===== src/rtl/memory_arbiter.sv =====
// Shares the single RAM port between instruction fetch and data load/store.
// Data wins by default; a starvation counter forces a fetch grant.
module memory_arbiter #(
  parameter int ADDR_W       = 32,
  parameter int DATA_W       = 32,
  parameter int STARVE_LIMIT = 4
) (
  input  logic              CLK,
  input  logic              nRST,
  input  logic              iREN,
  input  logic [ADDR_W-1:0] iaddr,
  input  logic              dREN,
  input  logic              dWEN,
  input  logic [ADDR_W-1:0] daddr,
  input  logic [DATA_W-1:0] dstore,
  output logic              ihit,
  output logic              dhit,
  output logic [DATA_W-1:0] iload,
  output logic [DATA_W-1:0] dload,
  output logic              ramREN,
  output logic              ramWEN,
  output logic [ADDR_W-1:0] ramaddr,
  output logic [DATA_W-1:0] ramstore,
  input  logic [DATA_W-1:0] ramload,
  input  logic              ram_ready
);

  localparam int CW = $clog2(STARVE_LIMIT + 1);
  localparam logic [CW-1:0] LIMIT = CW'(STARVE_LIMIT);

  typedef enum logic [1:0] {
    IDLE,
    IACC,
    DACC
  } state_e;

  state_e            state_q, state_d;
  logic              wr_q, wr_d;
  logic [CW-1:0]     starve_q, starve_d;
  logic              ihit_q, ihit_d;
  logic              dhit_q, dhit_d;
  logic [DATA_W-1:0] iload_q, iload_d;
  logic [DATA_W-1:0] dload_q, dload_d;
  logic [ADDR_W-1:0] addr_q, addr_d;
  logic [DATA_W-1:0] store_q, store_d;

  logic i_req, d_req;
  logic grant_i, grant_d;

  // A requester in its hit cycle is still holding the old request.
  assign i_req = iREN & ~ihit_q;
  assign d_req = (dREN | dWEN) & ~dhit_q;

  always_comb begin
    grant_i = 1'b0;
    grant_d = 1'b0;
    if (state_q == IDLE) begin
      if (i_req && (starve_q == LIMIT)) begin
        grant_i = 1'b1;
      end else if (d_req) begin
        grant_d = 1'b1;
      end else if (i_req) begin
        grant_i = 1'b1;
      end
    end
  end

  always_comb begin
    state_d  = state_q;
    wr_d     = wr_q;
    starve_d = starve_q;
    ihit_d   = 1'b0;
    dhit_d   = 1'b0;
    iload_d  = iload_q;
    dload_d  = dload_q;
    addr_d   = addr_q;
    store_d  = store_q;
    unique case (state_q)
      IDLE: begin
        if (grant_i) begin
          state_d  = IACC;
          addr_d   = iaddr;
          starve_d = '0;
        end else if (grant_d) begin
          state_d = DACC;
          addr_d  = daddr;
          wr_d    = dWEN;
          store_d = dstore;
          if (!iREN) begin
            starve_d = '0;
          end else if (starve_q != LIMIT) begin
            starve_d = starve_q + CW'(1);
          end
        end
      end
      IACC: begin
        if (ram_ready) begin
          state_d = IDLE;
          ihit_d  = 1'b1;
          iload_d = ramload;
        end
      end
      DACC: begin
        if (ram_ready) begin
          state_d = IDLE;
          dhit_d  = 1'b1;
          if (!wr_q) begin
            dload_d = ramload;
          end
        end
      end
      default: state_d = IDLE;
    endcase
  end

  always_ff @(posedge CLK or negedge nRST) begin
    if (!nRST) begin
      state_q  <= IDLE;
      wr_q     <= 1'b0;
      starve_q <= '0;
      ihit_q   <= 1'b0;
      dhit_q   <= 1'b0;
      iload_q  <= '0;
      dload_q  <= '0;
      addr_q   <= '0;
      store_q  <= '0;
    end else begin
      state_q  <= state_d;
      wr_q     <= wr_d;
      starve_q <= starve_d;
      ihit_q   <= ihit_d;
      dhit_q   <= dhit_d;
      iload_q  <= iload_d;
      dload_q  <= dload_d;
      addr_q   <= addr_d;
      store_q  <= store_d;
    end
  end

  // Enables decode straight from state so reset drops them at once.
  assign ramREN   = (state_q == IACC) | ((state_q == DACC) & ~wr_q);
  assign ramWEN   = (state_q == DACC) & wr_q;
  assign ramaddr  = addr_q;
  assign ramstore = store_q;
  assign ihit     = ihit_q;
  assign dhit     = dhit_q;
  assign iload    = iload_q;
  assign dload    = dload_q;

endmodule


===== config.mk =====
export PLATFORM = sky130hd
export DESIGN_NAME = memory_arbiter
export DESIGN_NICKNAME = d
export VERILOG_FILES = /design/src/rtl/memory_arbiter.sv
export SDC_FILE = /design/constraint.sdc
export NUM_CORES = 1
export LEC_CHECK = 0
export BUFFER_PORTS_ARGS = -buffer_cell sky130_fd_sc_hd__buf_2
export CAP_MARGIN = 20
export CORE_MARGIN = 2
export CORE_UTILIZATION = 50
export CTS_CLUSTER_SIZE = 40
export DETAILED_ROUTE_END_ITERATION = 16
export GPL_TIMING_DRIVEN = 0
export MAX_ROUTING_LAYER = met4
export PLACE_DENSITY = 0.84
export SETUP_SLACK_MARGIN = 0.02
export SYNTH_ARGS = -nofsm -noshare
export SYNTH_HDL_FRONTEND = slang
export SYNTH_SLANG_ARGS = --single-unit

===== constraint.sdc =====
create_clock -name CLK -period 3.3 [get_ports CLK]
set_input_delay 0.33 -clock CLK [delete_from_list [all_inputs] [get_ports CLK]]
set_output_delay 0.33 -clock CLK [all_outputs]
set_load 0.005 [all_outputs]

==> impl_metrics.py, run 1 <==
metrics = {
    "status": {
        "status": "completed",
    },
    "job": {
        "maxCapViolCount": 0,
    },
    "timing": {
        "drv_slew": 0,
        "fin_skew_ns": 0.00742,
        "final_hold_viol_count": 0,
        "post-route-period-util_pct": 64.7,
        "setup_viol": 0,
        "fin_setup_tns_ns": 0,
        "rsz0062_at_grt": "no",
        "clock.fmax_mhz": 468,
        "worst_slew_pin_slew_ns": 0.605,
        "period_needed_ns": 2.14,
        "slew_headroom_pct": 59.6,
    },
    "global_routing": {
        "grt_pass1_vias": 4638,
        "grt_pass1_wl_um": 23600,
        "overflow": 0,
        "grt_util_all_layers_pct": 27.1,
        "antenna_found_initial": 1,
        "grt_max_degree": 108,
    },
    "clock_network": {
        "cts_root_buf": "clkbuf_8",
        "path_clk_slew_ns": 0.06,
        "htree_levels": 4,
        "post-cts-setup-buffers": 0,
        "cts_sinks": 136,
        "tritoncts": "built",
        "clk-insertion-delay-late_ns": 0.53,
        "cts_buffers": 17,
        "cts_buffer_depth": 2,
    },
    "pwr": {
        "total_power_mw": 8.07,
        "p_leak_nw": 4.20,
        "ir_worst_vdd_mv": 0.589,
        "powerDensity_nw_per_um2": 1040,
    },
    "final_layout": {
        "drive_gt1_share_pct": 61.8,
        "area_growth_pct": 38.7,
        "nNetsFinal": 797,
        "final_core_util_pct": 71.6,
    },
    "drt": {
        "ant_nets": 0,
        "drt_first_pass_iters": 4,
        "viasPerCell": 5.48,
        "vias": 4448,
        "drc_errors": 0,
        "drt-wirelength-per-cell_um": 19.3,
        "drtIter0Drc": 259,
        "routed_wl_um": 15700,
    },
    "yosys": {
        "synth_cells": 372,
        "async_reset_ff_share_pct": 100,
        "synth_seq_area_share_pct": 60.6,
        "synth.distinct_cells": 35,
        "synthXorXnorAreaFrac_pct": 0,
        "synthAdderAreaFrac_pct": 1.11,
        "synthMuxAreaShare_pct": 19.4,
        "synthSimpleGateAreaFrac_pct": 2.00,
        "synth_nets": 511,
        "synth-compound-area-share_pct": 13.6,
        "synth-seq-cells": 136,
        "synth_warnings": 0,
        "ys.flop_type": "dfrtp_1",
        "syn_avg_cell_area_um2": 15.1,
        "syn_area_um2": 5620,
        "synth_top_family_by_area": "multiplexers",
        "synth_edf_count": 0,
    },
    "critical_path": {
        "start_kind": "flip-flop",
        "r2r_slack_ns": 1.16,
        "critPathRequiredTime_ns": 3.71,
        "worstPathMaxFanout": 10,
        "cp_data_arrival_time_ns": 2.55,
        "endpoint_kind": "flip-flop",
        "path_class": "reg -> reg",
    },
    "place": {
        "portBuffers": 265,
        "dp_hpwl_um": 11400,
        "place.gp.congestion": 0.851,
    },
    "die": {
        "die_h_um": 110,
        "core_area_um2": 10900,
        "start_util_pct": 51.6,
        "ioPinCount": 266,
        "rows": 38,
        "die_w_um": 110,
        "die_area_um2": 12100,
    },
    "hold_path": {
        "hp-class": "in -> reg",
    },
}
stage by stage:
stage	cells	cell area [um2]	hold slack (ns)	worst slack (ns)
final	812	7790	0.0270	1.16
after global placement	777	7120	0.482	0.223
after floorplan	372	5620	0.0344	1.52
after detailed placement	778	7150	0.232	1.22
after global routing	812	7790	0.00707	1.09
after CTS	811	7790	0.00593	1.17
registers in the layout, summed over array words and instances, names as in the netlist:
| signal | cells |
|---|---|
| starve_q | 3 |
| dhit | 1 |
| ramaddr | 32 |
| ihit | 1 |
| ramstore | 32 |
| iload | 32 |
| state_q | 2 |
| wr_q | 1 |
| dload | 32 |
Yosys cell counts (2+ instances only):
| library cell | instances | area [um2] |
|---|---|---|
| a211oi_1 | 2 | 15.0 |
| a21oi_1 | 2 | 10.0 |
| a221o_1 | 32 | 320 |
| a31oi_1 | 3 | 18.8 |
| and2_1 | 3 | 18.8 |
| buf_1 | 2 | 7.51 |
| buf_2 | 11 | 55.1 |
| buf_6 | 5 | 56.3 |
| clkbuf_1 | 9 | 33.8 |
| dfrtp_1 | 136 | 3400 |
| ha_1 | 5 | 62.6 |
| inv_1 | 7 | 26.3 |
| mux2_2 | 97 | 1090 |
| nand2_1 | 3 | 11.3 |
| nand3_1 | 2 | 10.0 |
| nor2b_1 | 2 | 12.5 |
| o211a_1 | 32 | 320 |
| o21ai_0 | 2 | 10.0 |
layout by cell type, fill, tap and decap left out, types with 2 or more instances in the layout:
cell | synthesis | final
buf_2 | 11 | 275
dfrtp_1 | 136 | 136
mux2_2 | 97 | 97
o211a_1 | 32 | 32
a221o_1 | 32 | 32
clkbuf_16 | 0 | 16
clkbuf_1 | 9 | 11
inv_1 | 7 | 7
buf_6 | 5 | 6
ha_1 | 5 | 5
clkbuf_8 | 0 | 4
bufinv_16 | 0 | 4
and2_1 | 3 | 3
nand2_1 | 3 | 3
a31oi_1 | 3 | 3
clkinv_4 | 0 | 3
buf_1 | 2 | 2
nand3_1 | 2 | 2
nor2b_1 | 2 | 2
a21oi_1 | 2 | 2
o21ai_0 | 2 | 2
a211oi_1 | 2 | 2
clkinv_2 | 0 | 2
where the power goes:
| group | internal [mW] | leakage (nW) | switching [mW] |
|---|---|---|---|
| clock network | 1.29 | 0.310 | 0.696 |
| logic | 1.71 | 2.24 | 1.44 |
| registers | 2.50 | 1.65 | 0.441 |
| total | 5.50 | 4.20 | 2.58 |
what timing repair did:
action,in CTS,in global routing
hold buffers,1,0
hold endpoints to repair,29,0
gates resized for setup,0,0
per-layer routing:
| metal | share of wire (%) | GRT usage, % | wire (um) |
|---|---|---|---|
| met5 | 0 | - | 0 |
| met4 | 2.9 | 12.3 | 453 |
| met3 | 8.6 | 8.17 | 1350 |
| met2 | 51 | 46.2 | 8010 |
| met1 | 37 | 29.1 | 5850 |
final timing paths:
check                                  startpoint                  endpoint  depth (start not counted)
hold / removal                         dstore[19]  ramstore[19]$_DFFE_PN0P_                          2
setup reg to reg           state_q[1]$_DFFE_PN0P_  ramstore[26]$_DFFE_PN0P_                          8
max in group asynchronous                    nRST   ramaddr[28]$_DFFE_PN0P_                          3
setup / recovery           state_q[1]$_DFFE_PN0P_  ramstore[26]$_DFFE_PN0P_                          8
hold reg to reg              iload[4]$_DFFE_PN0P_      iload[4]$_DFFE_PN0P_                          1
min in group asynchronous                    nRST   ramstore[4]$_DFFE_PN0P_                          2
critical path, stage by stage (launching register included):
cell,delay [ns]
dfrtp_1,0.38
inv_1,0.11
ha_1,0.16
buf_2,0.19
inv_2,0.11
nor3_2,0.33
buf_6,0.22
buf_6,0.17
mux2_2,0.35
kinds of logic (layout without fill, tap and decap cells):
logic type / after synthesis / count (layout)
AO/OA/AOI/OAI: 81 / 81
adder cells (fa/ha/maj): 5 / 5
buffers and inverters: 35 / 334
flip-flops: 136 / 136
multiplexers: 97 / 97
other: 0 / 1
AND/OR/NAND/NOR: 18 / 18
area by class of cell:
cell class	count	area (um2)
buffer	27	153
multi-input combinational	201	2030
inverter	8	30.0
clock buffer	22	463
timing repair buffer	267	1370
sequential	136	3400
fill	755	3090
clock inverter	10	165
tap	140	175
antenna	1	2.50
No activity file was read; power rests on OpenSTA's default activity.
==> run 2, diff against run 1 <==
--- a/config.mk
+++ b/config.mk
@@ -8,12 +8,12 @@
 export BUFFER_PORTS_ARGS = -buffer_cell sky130_fd_sc_hd__buf_2
 export CAP_MARGIN = 20
 export CORE_MARGIN = 2
-export CORE_UTILIZATION = 50
+export CORE_UTILIZATION = 46
 export CTS_CLUSTER_SIZE = 40
 export DETAILED_ROUTE_END_ITERATION = 16
 export GPL_TIMING_DRIVEN = 0
 export MAX_ROUTING_LAYER = met4
-export PLACE_DENSITY = 0.84
+export PLACE_DENSITY = 0.78
 export SETUP_SLACK_MARGIN = 0.02
 export SYNTH_ARGS = -nofsm -noshare
 export SYNTH_HDL_FRONTEND = slang
==> constraint.sdc (replaced) <==
create_clock -name CLK -period 2.1 [get_ports CLK]
set_input_delay 0.21 -clock CLK [delete_from_list [all_inputs] [get_ports CLK]]
set_output_delay 0.21 -clock CLK [all_outputs]
set_load 0.005 [all_outputs]
==> impl_metrics.py, run 2 (synthesis gave the netlist of run 1 again) <==
metrics = {
    "global_routing": {
        "grt_max_degree": 71,
        "grt_util_all_layers_pct": 23.3,
        "grt_pass1_wl_um": 22800,
        "antenna_found_initial": 2,
        "overflow": 0,
        "grt_pass1_vias": 4597,
    },
    "hold_path": {
        "hp-class": "in -> reg",
        "worstHoldEndpoint": "ramstore[18]$_DFFE_PN0P_",
        "min_delay_path_depth": 2,
        "min-delay-start": "dstore[18]",
    },
    "critical_path": {
        "start_kind": "flip-flop",
        "cp_common_cell": "buf_6",
        "endpoint_kind": "flip-flop",
        "r2r_slack_ns": 0.11,
        "slowest_delay_ns": 0.36,
        "worstPathMaxFanout": 10,
        "cp_slowest_cell": "dfrtp_1",
        "crit_chain": "inv_1, ha_1, and4b_1, nor3_4, buf_6, buf_6, mux2_2",
        "reg2reg_depth": 7,
        "r2r_start": "starve_q[0]$_DFFE_PN0P_",
        "critPathRequiredTime_ns": 2.40,
        "cp_data_arrival_time_ns": 2.29,
        "reg2reg_to": "ramstore[27]$_DFFE_PN0P_",
        "path_class": "reg -> reg",
    },
    "timing": {
        "drv_slew": 0,
        "post-route-period-util_pct": 95.0,
        "slew_headroom_pct": 57.2,
        "final_hold_viol_count": 0,
        "fin_skew_ns": 0.0102,
        "setup_viol": 0,
        "fin_setup_tns_ns": 0,
        "whs_ns": 0.0199,
        "setup_ws_ns": 0.105,
        "period_needed_ns": 1.99,
        "clock.fmax_mhz": 501,
        "worst_slew_pin_slew_ns": 0.641,
    },
    "drt": {
        "ant_nets": 0,
        "drtIter0Drc": 213,
        "drt_first_pass_iters": 4,
        "routed_wl_um": 14900,
        "drt-wirelength-per-cell_um": 18.0,
        "drc_errors": 0,
        "vias": 4427,
        "viasPerCell": 5.37,
    },
    "clock_network": {
        "cts_root_buf": "clkbuf_16",
        "cts_buffers": 17,
        "htree_levels": 4,
        "path_clk_slew_ns": 0.06,
        "tritoncts": "built",
        "cts_sinks": 136,
        "cts_buffer_depth": 2,
        "clk-insertion-delay-late_ns": 0.42,
    },
    "die": {
        "die_h_um": 115,
        "rows": 40,
        "ioPinCount": 266,
        "core_area_um2": 12000,
        "start_util_pct": 47.0,
        "die_w_um": 115,
        "die_area_um2": 13100,
    },
    "pwr": {
        "powerDensity_nw_per_um2": 1600,
        "total_power_mw": 12.6,
        "p_leak_nw": 4.22,
        "ir_worst_vdd_mv": 0.883,
    },
    "job": {
        "maxCapViolCount": 0,
    },
    "place": {
        "numPlacedInstances": 785,
        "portBuffers": 265,
        "dp_hpwl_um": 11000,
        "place_ws_ns": 0.0195,
        "place.gp.congestion": 0.830,
    },
    "final_layout": {
        "area_growth_pct": 39.7,
        "final_cell_mix": "buf_2 (275), dfrtp_1 (136), mux2_2 (97), o211a_1 (32), a221o_1 (32)",
        "fill_cells": 927,
        "nNetsFinal": 802,
        "drive_gt1_share_pct": 62.9,
        "final_cells": 825,
        "final_common_cell": "buf_2",
    },
    "status": {
        "status": "completed",
    },
}
[run 2: changes by cell type in the layout (fill, tap and decap cells not counted), sizes merged]
cell,previous run,this run
buf,284,289
bufinv,4,3
clkbuf,31,27
clkinv,5,6
clkinvlp,0,2
diode,1,2
inv,9,11
[run 2: worst max-delay path: cells and delay by family, from the launching register on]
family                   cells  cell delay, ns
buffers and inverters        3            0.40
flip-flops                   1            0.36
AND/OR/NAND/NOR              2            0.53
adder cells (fa/ha/maj)      1            0.24
multiplexers                 1            0.34
[run 2: metal layers]
| layer | track usage (%) | up-vias | wire (um) |
|---|---|---|---|
| li1 | - | 1999 | - |
| met1 | 25.2 | 2204 | 5690 |
| met2 | 40.4 | 212 | 7700 |
| met3 | 7.94 | 12 | 1310 |
| met4 | 6.99 | 0 | 151 |
| met5 | - | - | 0 |
[run 2: per-stage QoR]
step / util, % / cell area, um2
after global routing: 65.6 / 7850
after floorplan: - / 5620
after global placement: 59.6 / 7130
final: 65.6 / 7850
after detailed placement: 59.9 / 7160
after CTS: 65.0 / 7780
[run 2: power breakdown]
group	total [mW]	internal [mW]	switching, mW
clock	3.03	1.87	1.15
sequential	4.58	3.92	0.653
combinational	4.95	2.76	2.19
total	12.6	8.56	3.99
[run 2: cell type report]
type | instances | area, um2 | area share [%]
flip-flops and latches | 136 | 3400 | 43.4
multi-input cells | 201 | 2050 | 26.1
repair buffers | 272 | 1420 | 18.1
clock buffers | 18 | 429 | 5.47
well taps | 147 | 184 | 2.34
clock inverters | 14 | 173 | 2.20
plain buffers | 27 | 158 | 2.01
inverters | 8 | 30.0 | 0.383
diodes | 2 | 5.00 | 0.0638
[run 2: timing repair]
action,CTS,global route
setup buffers,0,5
hold endpoints to repair,69,0
gates resized for setup,1,9
setup endpoints to repair,1,42
hold buffers,1,0
pin swaps,0,2
[run 2: worst max path at each step]
stage,slack [ns],start,end,cells past startpoint
floorplan,0.32,state_q[0]$_DFFE_PN0P_,ramstore[24]$_DFFE_PN0P_,8
global placement,-0.87,nRST,dload[16]$_DFFE_PN0P_,1
detailed placement,0.02,state_q[1]$_DFFE_PN0P_,ramstore[29]$_DFFE_PN0P_,8
CTS,0.08,state_q[1]$_DFFE_PN0P_,ramstore[27]$_DFFE_PN0P_,8
global route,-0.007,starve_q[0]$_DFFE_PN0P_,ramstore[27]$_DFFE_PN0P_,7
finish,0.11,starve_q[0]$_DFFE_PN0P_,ramstore[27]$_DFFE_PN0P_,7
